**src/rtl/alu_pkg.sv**
```systemverilog
// Shared ALU / mul-div definitions.
//   - aluctrl encodings understood by the alu module
//   - md_op_t    : mul/div operation select (matches the 2-bit op port)
//   - md_state_t : muldiv_seq FSM states
package alu_pkg;

    localparam logic [2:0] ALU_ADD = 3'b000;
    localparam logic [2:0] ALU_SUB = 3'b001;
    localparam logic [2:0] ALU_AND = 3'b010;
    localparam logic [2:0] ALU_OR  = 3'b011;
    localparam logic [2:0] ALU_SLT = 3'b101;

    typedef enum logic [1:0] {
        MD_MUL   = 2'b00,
        MD_MULHU = 2'b01,
        MD_DIVU  = 2'b10,
        MD_REMU  = 2'b11
    } md_op_t;

    typedef enum logic [1:0] {
        IDLE = 2'b00,
        RUN  = 2'b01,
        DONE = 2'b10
    } md_state_t;

endpackage

```
**src/rtl/muldiv_seq_if.sv**
```systemverilog
// Request/result bundle between pipeline control and muldiv_seq.
//   start_valid/start_ready : request handshake, carries op/src_a/src_b
//   result_valid/result_ready : result handshake, carries result
//   busy : sequencer not idle
// master = pipeline side, slave = sequencer side.
interface muldiv_seq_if
    import alu_pkg::*;
#(
    parameter int D_WIDTH = 32
);
    logic               start_valid;
    logic               start_ready;
    md_op_t             op;
    logic [D_WIDTH-1:0] src_a;
    logic [D_WIDTH-1:0] src_b;
    logic               result_valid;
    logic               result_ready;
    logic [D_WIDTH-1:0] result;
    logic               busy;

    modport master (
        output start_valid, op, src_a, src_b, result_ready,
        input  start_ready, result_valid, result, busy
    );

    modport slave (
        input  start_valid, op, src_a, src_b, result_ready,
        output start_ready, result_valid, result, busy
    );
endinterface

```
**src/rtl/muldiv_seq_alu.sv**
```systemverilog
// alu: the existing combinational execute-stage ALU.
//   a, b     in  D_WIDTH  operands
//   aluctrl  in  3        ALU_ADD/SUB/AND/OR/SLT (others give 0)
//   y        out D_WIDTH  result
//   eq       out 1        a == b
module alu
    import alu_pkg::*;
#(
    parameter int D_WIDTH = 32
) (
    input  logic [D_WIDTH-1:0] a,
    input  logic [D_WIDTH-1:0] b,
    input  logic [2:0]         aluctrl,
    output logic [D_WIDTH-1:0] y,
    output logic               eq
);
    always_comb begin
        y = '0;
        case (aluctrl)
            ALU_ADD: y = a + b;
            ALU_SUB: y = a - b;
            ALU_AND: y = a & b;
            ALU_OR:  y = a | b;
            ALU_SLT: y = {{(D_WIDTH-1){1'b0}}, $signed(a) < $signed(b)};
            default: y = '0;
        endcase
    end

    assign eq = (a == b);
endmodule

```
**src/rtl/muldiv_seq.sv**
```systemverilog
// muldiv_seq: iterative unsigned MUL/MULHU/DIVU/REMU, one bit per clock.
//   clk, rst : clock, synchronous active-high reset
//   bus      : muldiv_seq_if.slave (request in, result out, busy)
// One shared alu at D_WIDTH+1 bits: ADD for shift-add multiply, SUB for
// restoring divide. The {hi,lo} pair is the product register for multiply
// and {rem,quo} for divide; mcand holds the multiplicand or the divisor.
module muldiv_seq
    import alu_pkg::*;
#(
    parameter int D_WIDTH = 32
) (
    input logic         clk,
    input logic         rst,
    muldiv_seq_if.slave bus
);
    localparam int              CNT_W = $clog2(D_WIDTH);
    localparam logic [CNT_W-1:0] LAST = CNT_W'(D_WIDTH - 1);

    md_state_t          state;
    md_op_t             op_r;
    logic [CNT_W-1:0]   cnt;
    logic [D_WIDTH-1:0] hi, lo, mcand;

    logic [D_WIDTH:0]   alu_a, alu_b, alu_y, sum;
    logic [2:0]         alu_ctrl;
    logic               alu_eq_unused;
    logic [D_WIDTH-1:0] hi_nxt, lo_nxt;
    logic               is_div;

    assign is_div = (op_r == MD_DIVU) || (op_r == MD_REMU);

    // Divide feeds {rem, next dividend bit}; multiply feeds {0, hi}.
    always_comb begin
        alu_a    = {1'b0, hi};
        alu_ctrl = ALU_ADD;
        if (is_div) begin
            alu_a    = {hi, lo[D_WIDTH-1]};
            alu_ctrl = ALU_SUB;
        end
    end

    assign alu_b = {1'b0, mcand};

    alu #(.D_WIDTH(D_WIDTH + 1)) u_alu (
        .a       (alu_a),
        .b       (alu_b),
        .aluctrl (alu_ctrl),
        .y       (alu_y),
        .eq      (alu_eq_unused)
    );

    always_comb begin
        hi_nxt = hi;
        lo_nxt = lo;
        sum    = '0;
        if (is_div) begin
            // Non-negative difference: keep it and shift in quotient bit 1.
            if (!alu_y[D_WIDTH]) begin
                hi_nxt = alu_y[D_WIDTH-1:0];
                lo_nxt = {lo[D_WIDTH-2:0], 1'b1};
            end else begin
                hi_nxt = alu_a[D_WIDTH-1:0];
                lo_nxt = {lo[D_WIDTH-2:0], 1'b0};
            end
        end else begin
            // Carry bit of the 33-bit sum becomes the new top of hi.
            sum    = lo[0] ? alu_y : {1'b0, hi};
            hi_nxt = sum[D_WIDTH:1];
            lo_nxt = {sum[0], lo[D_WIDTH-1:1]};
        end
    end

    always_ff @(posedge clk) begin
        if (rst) begin
            state            <= IDLE;
            op_r             <= MD_MUL;
            cnt              <= '0;
            hi               <= '0;
            lo               <= '0;
            mcand            <= '0;
            bus.start_ready  <= 1'b1;
            bus.result_valid <= 1'b0;
            bus.busy         <= 1'b0;
            bus.result       <= '0;
        end else begin
            case (state)
                IDLE: begin
                    if (bus.start_valid && bus.start_ready) begin
                        op_r            <= bus.op;
                        cnt             <= '0;
                        hi              <= '0;
                        // Divide: lo = dividend, mcand = divisor.
                        // Multiply: lo = multiplier, mcand = multiplicand.
                        lo              <= bus.op[1] ? bus.src_a : bus.src_b;
                        mcand           <= bus.op[1] ? bus.src_b : bus.src_a;
                        state           <= RUN;
                        bus.start_ready <= 1'b0;
                        bus.busy        <= 1'b1;
                    end
                end
                RUN: begin
                    hi  <= hi_nxt;
                    lo  <= lo_nxt;
                    cnt <= cnt + CNT_W'(1);
                    if (cnt == LAST) begin
                        state            <= DONE;
                        bus.result_valid <= 1'b1;
                        // MULHU/REMU live in hi, MUL/DIVU in lo.
                        bus.result       <= op_r[0] ? hi_nxt : lo_nxt;
                    end
                end
                DONE: begin
                    if (bus.result_ready) begin
                        state            <= IDLE;
                        bus.result_valid <= 1'b0;
                        bus.start_ready  <= 1'b1;
                        bus.busy         <= 1'b0;
                    end
                end
                default: state <= IDLE;
            endcase
        end
    end
endmodule

```
**src/flat_wrapper.sv**
```systemverilog
// flat-port wrapper written by rule: the top's interface ports become plain ports
module muldiv_seq_flat import alu_pkg::*;
#(
    parameter int D_WIDTH = 32
)
  (clk, rst, bus_start_valid, bus_op, bus_src_a, bus_src_b, bus_result_ready, bus_start_ready, bus_result_valid, bus_result, bus_busy);
  muldiv_seq_if #(.D_WIDTH(D_WIDTH)) bus_i ();
  input logic clk;
  input logic rst;
  input wire logic [$bits(bus_i.start_valid)-1:0] bus_start_valid;
  input wire logic [$bits(bus_i.op)-1:0] bus_op;
  input wire logic [$bits(bus_i.src_a)-1:0] bus_src_a;
  input wire logic [$bits(bus_i.src_b)-1:0] bus_src_b;
  input wire logic [$bits(bus_i.result_ready)-1:0] bus_result_ready;
  output wire logic [$bits(bus_i.start_ready)-1:0] bus_start_ready;
  output wire logic [$bits(bus_i.result_valid)-1:0] bus_result_valid;
  output wire logic [$bits(bus_i.result)-1:0] bus_result;
  output wire logic [$bits(bus_i.busy)-1:0] bus_busy;
  assign bus_i.start_valid = bus_start_valid;
  assign bus_i.op = bus_op;
  assign bus_i.src_a = bus_src_a;
  assign bus_i.src_b = bus_src_b;
  assign bus_i.result_ready = bus_result_ready;
  assign bus_start_ready = bus_i.start_ready;
  assign bus_result_valid = bus_i.result_valid;
  assign bus_result = bus_i.result;
  assign bus_busy = bus_i.busy;
  muldiv_seq #(.D_WIDTH(D_WIDTH)) u_core (.clk(clk), .rst(rst), .bus(bus_i));
endmodule
```
**config.mk**
```make
export PLATFORM = sky130hd
export DESIGN_NAME = muldiv_seq_flat
export DESIGN_NICKNAME = d
export VERILOG_FILES = /design/src/rtl/alu_pkg.sv /design/src/rtl/muldiv_seq_if.sv /design/src/rtl/muldiv_seq_alu.sv /design/src/rtl/muldiv_seq.sv /design/src/flat_wrapper.sv
export SDC_FILE = /design/constraint.sdc
export NUM_CORES = 1
export LEC_CHECK = 0
export CAP_MARGIN = 20
export CORE_MARGIN = 2
export CORE_UTILIZATION = 55
export CTS_BUF_LIST = sky130_fd_sc_hd__clkbuf_4
export DETAILED_ROUTE_END_ITERATION = 10
export DONT_BUFFER_PORTS = 1
export PLACE_DENSITY = 0.78
export SKIP_CTS_REPAIR_TIMING = 1
export SYNTH_ARGS = -nofsm -noshare
export SYNTH_HDL_FRONTEND = slang
export SYNTH_SLANG_ARGS = --single-unit
```
**constraint.sdc**
```tcl
create_clock -name clk -period 4.7 [get_ports clk]
set_input_delay 0.235 -clock clk [delete_from_list [all_inputs] [get_ports clk]]
set_output_delay 0.235 -clock clk [all_outputs]
set_load 0.01 [all_outputs]
```
### Yosys cells after proc, flatten, opt, wreduce, memory -nomap -nowiden

Index checks and enable logic that the tools add are counted.
Widths: inputs -> output; s select.

* logic and storage cells: 70
* register bits: 140
* output and inout bits: 35
* input bits: 70

* reduce and logical (&&, ||, !) cells: 13
* eq/ne operators: 12
* $add $sub $neg: 3
* multiplexer cells: 29
* bitwise operators: 2
* $lt $le $gt $ge: 1

Operator list (number)
* $mux 32: 8
* $pmux 33 s5: 1
* $pmux 32 s2: 2
* $mux 33: 2
* $add 33x32->33: 1
* $and 33x32->33: 1
* $lt 33x33->1: 1
* $or 33x32->33: 1
* $sub 33x32->33: 1
* $pmux 5 s2: 1
* $reduce_and 3->1: 3
* $mux 1: 7
* $eq 2x2->1 const B: 3
* $eq 3x2->1 const B: 2
* $mux 2: 3
* $pmux 1 s2: 3
* $pmux 2 s3: 1
* $reduce_and 2->1: 3
* $reduce_bool 2->1: 3
* $add 5x1->5 const B: 1
* $eq 5x5->1 const B: 1
* $mux 5: 1
* $ne 2x1->1 const B: 2
* $eq 3x1->1 const B: 1
* other kinds (7): 7

### Logic depth before layout (Yosys ltp)

Gate-level depths: netlist of the first run.

* word-level depth: 8
* mapped depth: 23

### Cells and area by module

From an unflattened synthesis of the first run, not the netlist that was laid out.

* cells, all modules: 1628
* area total of the unflattened synthesis: 12938.7 um^2

By module, submodules not included
* muldiv_seq: sequential area each 2802.7 um^2, area an instance 7835.0 um^2, times used 1, cells an instance 868
* alu: sequential area each 0.0 um^2, area an instance 5103.6 um^2, times used 1, cells an instance 760

### Worst setup path after synthesis of the first run

OpenSTA, ideal clock, no wires.

* path kind: register -> register
* from: reg u_core.op_r[1]
* to: reg u_core.bus.result[27]
* slack: 152 ps
* cell stages (with the launch flop): 17
* data required time: 4583 ps
* arrival time: 4430 ps
* library setup time: 117 ps
* period minus slack after synthesis: 4548 ps
* cells stage by stage: dfxtp_1 > clkbuf_1 > buf_1 > buf_1 > clkbuf_1 > mux2_2 > ha_1 > o211ai_1 > a21oi_1 > nor4_2 > o32ai_1 > or3_4 > a31o_1 > a21oi_2 > xnor2_1 > a211o_1 > a32o_1

* longest elaborated chain between the ends: 8

Ends and longest elaborated chain
* start, declared: line muldiv_seq.sv:20 `md_op_t op_r;`
* start signal, assigned: line muldiv_seq.sv:89 `op_r <= bus.op;`
* $eq 2x2->1: line muldiv_seq.sv:30 `assign is_div = (op_r == MD_DIVU) || (op_r == MD_REMU);`
* $logic_or 1x1->1 *: line muldiv_seq.sv:30
* $mux 33 / $mux 1 (equally long branches): line muldiv_seq.sv:36 `if (is_div) begin`
* $sub 33x32->33, or another cell as far along: line muldiv_seq_alu.sv:21 `ALU_SUB: y = a - b;`
* $pmux 33 s5: line muldiv_seq_alu.sv:19 `case (aluctrl)`
* $mux 33 / $mux 32 (equally long branches): line muldiv_seq.sv:67, muldiv_seq.sv:58
* $mux 32: line muldiv_seq.sv:56 `if (is_div) begin`
* $mux 32 *: line muldiv_seq.sv:109 `bus.result <= op_r[0] ? hi_nxt : lo_nxt;`
* end signal, assigned: line muldiv_seq.sv:109
* end, declared: line muldiv_seq_if.sv:28 `output start_ready, result_valid, result, busy`

Mark *: on every way between the ends. The rest lies on a longest branch, timed or not.
A chain may end at the register's enable or synchronous reset.

### Worst setup path in the final report of the first run

* from: reg u_core.mcand[0]
* to: reg u_core.hi[30]

* longest elaborated chain between the ends: 5

Ends and longest elaborated chain
* start, declared: line muldiv_seq.sv:22 `logic [D_WIDTH-1:0] hi, lo, mcand;`
* start signal, assigned: line muldiv_seq.sv:95 `mcand <= bus.op[1] ? bus.src_b : bus.src_a;`
* $sub 33x32->33 / $add 33x32->33 (equally long branches): line muldiv_seq_alu.sv:21, muldiv_seq_alu.sv:20
* $pmux 33 s5 *: line muldiv_seq_alu.sv:19
* $mux 33 / $mux 32 (equally long branches): line muldiv_seq.sv:67, muldiv_seq.sv:58
* $mux 32 *: line muldiv_seq.sv:56
* $pmux 32 s2 *: line muldiv_seq.sv:86 `case (state)`
* end signal, assigned: line muldiv_seq.sv:102 `hi <= hi_nxt;`
* end, declared: line muldiv_seq.sv:22

Marked as above.

==> results of run 1 <==
sequential cells by signal, summed over array words and instances (netlist names):
signal and flops:
u_core.mcand 32, u_core.bus.start_ready 1, u_core.hi 32, u_core.op_r 2, u_core.bus.result 32, u_core.state 2, u_core.bus.result_valid 1, u_core.cnt 5
u_core.lo 32, u_core.bus.busy 1
area by class of cell:
cell class              count  area share
multi-input cells        1047       0.620
flip-flops and latches    140       0.241
repair buffers            100      0.0799
well taps                 234      0.0251
clock inverters            14      0.0157
clock buffers              18      0.0116
inverters                  19     0.00611
diodes                      1    0.000215
path summary, 6_finish.rpt:
path | from | end | slack, ns
max | u_core.mcand[0]$_SDFFE_PP0P_ | u_core.hi[30]$_SDFFE_PP0P_ | 0.17
min | rst | u_core.bus.result[22]$_SDFFE_PP0P_ | -0.06
max reg2reg | u_core.mcand[0]$_SDFFE_PP0P_ | u_core.hi[30]$_SDFFE_PP0P_ | 0.17
min reg2reg | u_core.cnt[4]$_SDFFE_PP0P_ | u_core.cnt[4]$_SDFFE_PP0P_ | 0.48
synthesized netlist by cell type (all sizes together), types with 3 or more instances:
library cell	n	area, um2
xor2	14	123
a311oi	7	80.1
a21boi	4	30.0
o211ai	8	60.1
nand4	9	62.6
clkbuf	79	297
nor2b	16	100
nand2b	9	56.3
nand3	24	120
and3	6	37.5
dfxtp	140	2800
o31a	6	52.6
o21a	8	60.1
o21bai	5	37.5
buf	24	106
nor2	162	618
a221oi	7	67.6
and2	7	43.8
ha	36	450
nand2	101	382
o21ai	52	260
o22ai	16	100
mux2	36	405
a21o	17	128
o31ai	4	30.0
a21oi	130	662
xnor2	45	394
a211oi	64	495
mux2i	106	1060
nor4	10	68.8
a211o	7	61.3
a31oi	19	119
a31o	3	26.3
inv	19	71.3
o41ai	4	42.6
a22o	13	114
o221a	7	78.8
nor3b	10	75.1
or3	8	55.1
nor3	31	176
a2111oi	6	58.8
routing by layer:
layer	track usage	vias to the layer above
met4	0.125	0
li1	-	4871
met2	0.531	621
met3	0.0645	108
met5	0	-
met1	0.448	4862
power groups by stage:
stage / Sequential (W) / Combinational, W / Clock (W)
4_1_cts: 0.00135 / 0.00117 / 0.000891
6_report: 0.00136 / 0.00132 / 0.000894
3_3_place_gp: 0.00137 / 0.00115 / 0
5_1_grt: 0.00136 / 0.00141 / 0.000942
3_5_place_dp: 0.00138 / 0.00116 / 0
2_1_floorplan: 0.00134 / 0.000885 / 0
per-stage QoR:
stage	instances	hold WS [ns]	worst slack, ns	total power, W	TNS [ns]
2_1_floorplan	1309	0.371	0.152	0.00222	0
3_3_place_gp	1473	0.308	0.106	0.00253	0
3_5_place_dp	1474	0.311	0.00942	0.00254	0
4_1_cts	1506	-0.332	-0.0213	0.00341	-0.0233
5_1_grt	1573	0.00561	-0.0181	0.00371	-0.0369
6_report	1573	-0.0564	0.170	0.00357	0
kinds of logic (layout without fill, tap and decap cells):
kind of cell | Yosys count | after routing | share of synthesized area
mux | 143 | 143 | 0.143
compound gates | 408 | 408 | 0.267
xor+xnor | 59 | 59 | 0.0497
flops | 140 | 140 | 0.270
buf+inv | 122 | 151 | 0.0456
other cells | 0 | 1 | 0
simple gates | 400 | 400 | 0.180
fa+ha+maj | 37 | 37 | 0.0453
worst min-delay path: stages:
cell and delay (ns):
nor3b_1 0.03, a31oi_1 0.13, o21ai_0 0.08
==> impl_metrics.env, run 1 <==
export IMPL_slew_violations=0
export IMPL_multi_input_area_mm2=0.00723
export IMPL_met2_length_mm=16.4
export IMPL_hold_path_class="primary input to flip-flop"
export IMPL_leakage_nw=4.55
export IMPL_p_int_w=0.00216
export IMPL_synth_ff_latch_count=140
export IMPL_synth_edf_count=0
export IMPL_syn_num_nets=1416
export IMPL_rows=50
export IMPL_cp_cell_sequence="inv_1 -> ha_2 -> inv_2 -> nor4b_4 -> nand2_1 -> o41ai_2 -> xor2_1 -> ha_4 -> nand4_1 -> nor2_1 -> nand2_1 -> o32ai_1 -> nor2_2 -> a2111oi_0 -> nor2_1 -> xnor2_1 -> a211oi_1 -> o31ai_1"
export IMPL_fp_dieW_um=141
export IMPL_routed_wl_mm=36.5
export IMPL_cp_start_kind="flip-flop"
export IMPL_dpl_hpwl_mm=25.9
export IMPL_synth_area_mm2=0.0104
export IMPL_maxCapViolations=0
export IMPL_max_stage_delay_ns=0.55
export IMPL_firstDrtPassIters=6
export IMPL_drcViolationCount=0
export IMPL_synthesis_instances=1309
export IMPL_setup_viol=0
export IMPL_period_share=0.964
export IMPL_core_mm2=0.0186
export IMPL_clk_latency_ns=0.60
export IMPL_switching_power_w=0.00141
export IMPL_seq_area_mm2=0.00282
export IMPL_antenna_found_initial=1
export IMPL_pwr_density_cell_mw_per_mm2=306
export IMPL_highest_layer="met4"
export IMPL_peakVddDrop_v=0.000202
export IMPL_synth_seq_area_share=0.270
export IMPL_root_buffer="clkbuf_4"
export IMPL_p_clk_frac=0.251
export IMPL_layout_common_cells="nor2_1 (158), dfxtp_1 (136), a21oi_1 (124)"
export IMPL_fillers=1630
export IMPL_crit_required_ns=5.15
export IMPL_met3_length_mm=3.76
export IMPL_yosysWarnings=0
export IMPL_syn_avg_cell_area_um2=7.94
export IMPL_layout_commonest_cell="nor2_1"
export IMPL_nets=1432
export IMPL_area_growth_pct=12.2
export IMPL_clk_transition_reported_paths_ns=0.14
export IMPL_violations="negative hold slack"
export IMPL_dr_total_vias=10500
export IMPL_swShare=0.395
export IMPL_grt_pass1_wl_mm=51.5
export IMPL_met1_length_mm=14.4
export IMPL_arrival_ns=4.98
export IMPL_critical_path_class="flip-flop to flip-flop"
export IMPL_io_buffers=0
export IMPL_crit_fanout=6
export IMPL_place_gp_congestion=0.945
export IMPL_async_flop_share=0
export IMPL_post_drt_wl_per_cell_um=23.2
export IMPL_place_area_mm2=0.0106
export IMPL_hold_viol_final=3
export IMPL_cts_buffer_depth=2
export IMPL_cts_buffers=17
export IMPL_grtUsageTotal=0.333
export IMPL_critPathSlowestCell="a2111oi_0"
export IMPL_power_frac_comb=0.369
export IMPL_dieArea_mm2=0.0200
export IMPL_status="finished with violations"
export IMPL_ff2ff_path_depth=18
export IMPL_post_drt_via_cell_ratio=6.65
export IMPL_fin_area_mm2=0.0117
export IMPL_detail_route_antenna_nets=0
export IMPL_holdPathStages=3
export IMPL_fin_crit_ns=4.53
export IMPL_start_util=0.558
export IMPL_endpoint_kind="flip-flop"
export IMPL_grt_pass1_vias=9183
export IMPL_cts_sinks=140
export IMPL_crit_family="compound AO/OA/AOI/OAI gates"
export IMPL_htree_levels=4
export IMPL_grt_max_degree=124
export IMPL_tightest_slew_ns=0.951
export IMPL_relSlewSlack=0.364
export IMPL_cts_tree="yes"
export IMPL_timing_hold_ws_ns=-0.0564
export IMPL_die_y_um=141
export IMPL_final_util=0.626
export IMPL_drive_gt1_frac=0.130
export IMPL_crit_buf_inv=2
export IMPL_fmax_mhz=221
export IMPL_num_io_pins=105
export IMPL_synth_distinct_cells=84
export IMPL_p_seq_frac=0.380
export IMPL_path_depth=18
export IMPL_grt_overflow_total=0
export IMPL_drtIter0Drc=1296
export IMPL_ys_flop_type="dfxtp_1"
export IMPL_skew_ns=0.0299
Power figures use the tool's default switching activity.
==> inputs of run 2 (changes only) <==
--- a/config.mk
+++ b/config.mk
@@ -11,7 +11,7 @@
 export CTS_BUF_LIST = sky130_fd_sc_hd__clkbuf_4
 export DETAILED_ROUTE_END_ITERATION = 10
 export DONT_BUFFER_PORTS = 1
-export PLACE_DENSITY = 0.78
+export PLACE_DENSITY = 0.75
 export SKIP_CTS_REPAIR_TIMING = 1
 export SYNTH_ARGS = -nofsm -noshare
 export SYNTH_HDL_FRONTEND = slang
==> run 2 against run 1 <==
Net effect: the flow still finishes with violations (negative hold slack); count of clock-buffer cells in the layout shrank 1; global-route usage increased by 0.49 points; cell count shrank 1.3%; die area unchanged; core utilization shrank 1.4 points; power shrank 2.6%; critical path type unchanged; largest power group unchanged; highest routed layer unchanged.
==> impl_metrics.env, run 2 (synthesized netlist as in run 1, its figures left out) <==
export IMPL_worstSetupStartpoint="u_core.mcand[13]$_SDFFE_PP0P_"
export IMPL_fin_crit_ns=4.46
export IMPL_grt_pass1_wl_mm=52.2
export IMPL_fmax_mhz=224
export IMPL_endpoint_kind="flip-flop"
export IMPL_start_util=0.558
export IMPL_dr_total_vias=10400
export IMPL_area_growth_pct=9.76
export IMPL_min_from="bus_op[1]"
export IMPL_cp_start_kind="flip-flop"
export IMPL_firstDrtPassIters=6
export IMPL_post_drt_wl_per_cell_um=23.6
export IMPL_grt_pass1_vias=9198
export IMPL_grtUsageMet3=0.0604
export IMPL_fin_cells=1552
export IMPL_rows=50
export IMPL_detail_route_antenna_nets=0
export IMPL_slew_violations=0
export IMPL_place_area_mm2=0.0106
export IMPL_hold_path_class="primary input to flip-flop"
export IMPL_root_buffer="clkbuf_4"
export IMPL_htree_levels=4
export IMPL_pwr_density_cell_mw_per_mm2=304
export IMPL_grtUsageTotal=0.338
export IMPL_timing_hold_ws_ns=-0.0276
export IMPL_relSlewSlack=0.401
export IMPL_cts_buffers=17
export IMPL_grt_max_degree=124
export IMPL_grtUsageMet2=0.547
export IMPL_layout_commonest_cell="nor2_1"
export IMPL_place_gp_congestion=0.983
export IMPL_fin_area_mm2=0.0114
export IMPL_arrival_ns=4.92
export IMPL_worst_slack_ns=0.240
export IMPL_nets=1411
export IMPL_place_ws_ns=0.0567
export IMPL_dieArea_mm2=0.0200
export IMPL_clk_transition_reported_paths_ns=0.16
export IMPL_die_y_um=141
export IMPL_period_share=0.949
export IMPL_fp_dieW_um=141
export IMPL_dpl_hpwl_mm=26.5
export IMPL_r2r_start="u_core.mcand[13]$_SDFFE_PP0P_"
export IMPL_drcViolationCount=0
export IMPL_met1_usage=0.449
export IMPL_hold_viol_final=2
export IMPL_grt_overflow_total=0
export IMPL_layout_common_cells="nor2_1 (160), dfxtp_1 (138), a21oi_1 (125)"
export IMPL_maxCapViolations=0
export IMPL_peakVddDrop_v=0.000183
export IMPL_violations="negative hold slack"
export IMPL_cts_tree="yes"
export IMPL_antenna_found_initial=1
export IMPL_skew_ns=0.0341
export IMPL_drtIter0Drc=963
export IMPL_num_io_pins=105
export IMPL_cts_sinks=140
export IMPL_busiest_layer="met2"
export IMPL_core_mm2=0.0186
export IMPL_leakage_nw=4.43
export IMPL_crit_fanout=23
export IMPL_routed_wl_mm=36.6
export IMPL_critical_path_class="flip-flop to flip-flop"
export IMPL_status="finished with violations"
export IMPL_crit_required_ns=5.16
export IMPL_post_drt_via_cell_ratio=6.73
export IMPL_cts_buffer_depth=2
export IMPL_setup_viol=0
export IMPL_io_buffers=0
export IMPL_tightest_slew_ns=0.895
export IMPL_dpl_cell_count=1473
export IMPL_drive_gt1_frac=0.115
export IMPL_clk_latency_ns=0.59
run 2: stage by stage:
| step | total power [W] | utilization | TNS, ns |
|---|---|---|---|
| floorplan | 0.00222 | - | 0 |
| global placement | 0.00255 | 0.567 | 0 |
| detailed placement | 0.00256 | 0.567 | 0 |
| CTS | 0.00336 | 0.583 | 0 |
| global route | 0.00361 | 0.612 | -0.0781 |
| finish | 0.00347 | 0.612 | 0 |
run 2: layer usage:
metal | share of wire | vias up | routed length [um]
li1 | - | 4818 | -
met1 | 0.41 | 4911 | 14900
met2 | 0.45 | 607 | 16600
met3 | 0.088 | 113 | 3220
met4 | 0.050 | 0 | 1850
met5 | 0 | - | 0
run 2: where the power goes:
group	switching (W)	internal (W)	leakage, nW	total [W]
combinational	0.000792	0.000492	3.13	0.00128
sequential	0.000100	0.00126	1.14	0.00136
clock	0.000540	0.000291	0.161	0.000831
run 2: critical path: stages (launching register included):
cell	delay (ns)
dfxtp_1	0.41
nor4_1	0.37
nor2b_2	0.31
and3_1	0.30
a31oi_1	0.12
xnor2_1	0.35
ha_1	0.41
a21o_1	0.19
a21o_1	0.20
a31oi_1	0.21
o21ba_2	0.19
a21oi_2	0.08
nor2_4	0.30
buf_12	0.23
mux2i_1	0.28
a211oi_1	0.11
a221o_1	0.26
run 2: final cells by class:
| type | count | area (um2) |
|---|---|---|
| Tap cell | 234 | 293 |
| Sequential cell | 140 | 2810 |
| Antenna cell | 1 | 2.50 |
| Fill cell | 1683 | 7230 |
| Clock inverter | 15 | 165 |
| Clock buffer | 17 | 128 |
| Inverter | 19 | 71.3 |
| Timing Repair Buffer | 79 | 754 |
| Multi-Input combinational cell | 1047 | 7190 |
run 2: path summary, 6_finish.rpt:
check,to,slack (ns),cells after the start
worst max-delay path,u_core.bus.result[13]$_SDFFE_PP0P_,0.24,16
worst max register to register,u_core.bus.result[13]$_SDFFE_PP0P_,0.24,16
worst min-delay path,u_core.mcand[15]$_SDFFE_PP0P_,-0.03,2
worst min register to register,u_core.cnt[4]$_SDFFE_PP0P_,0.49,2
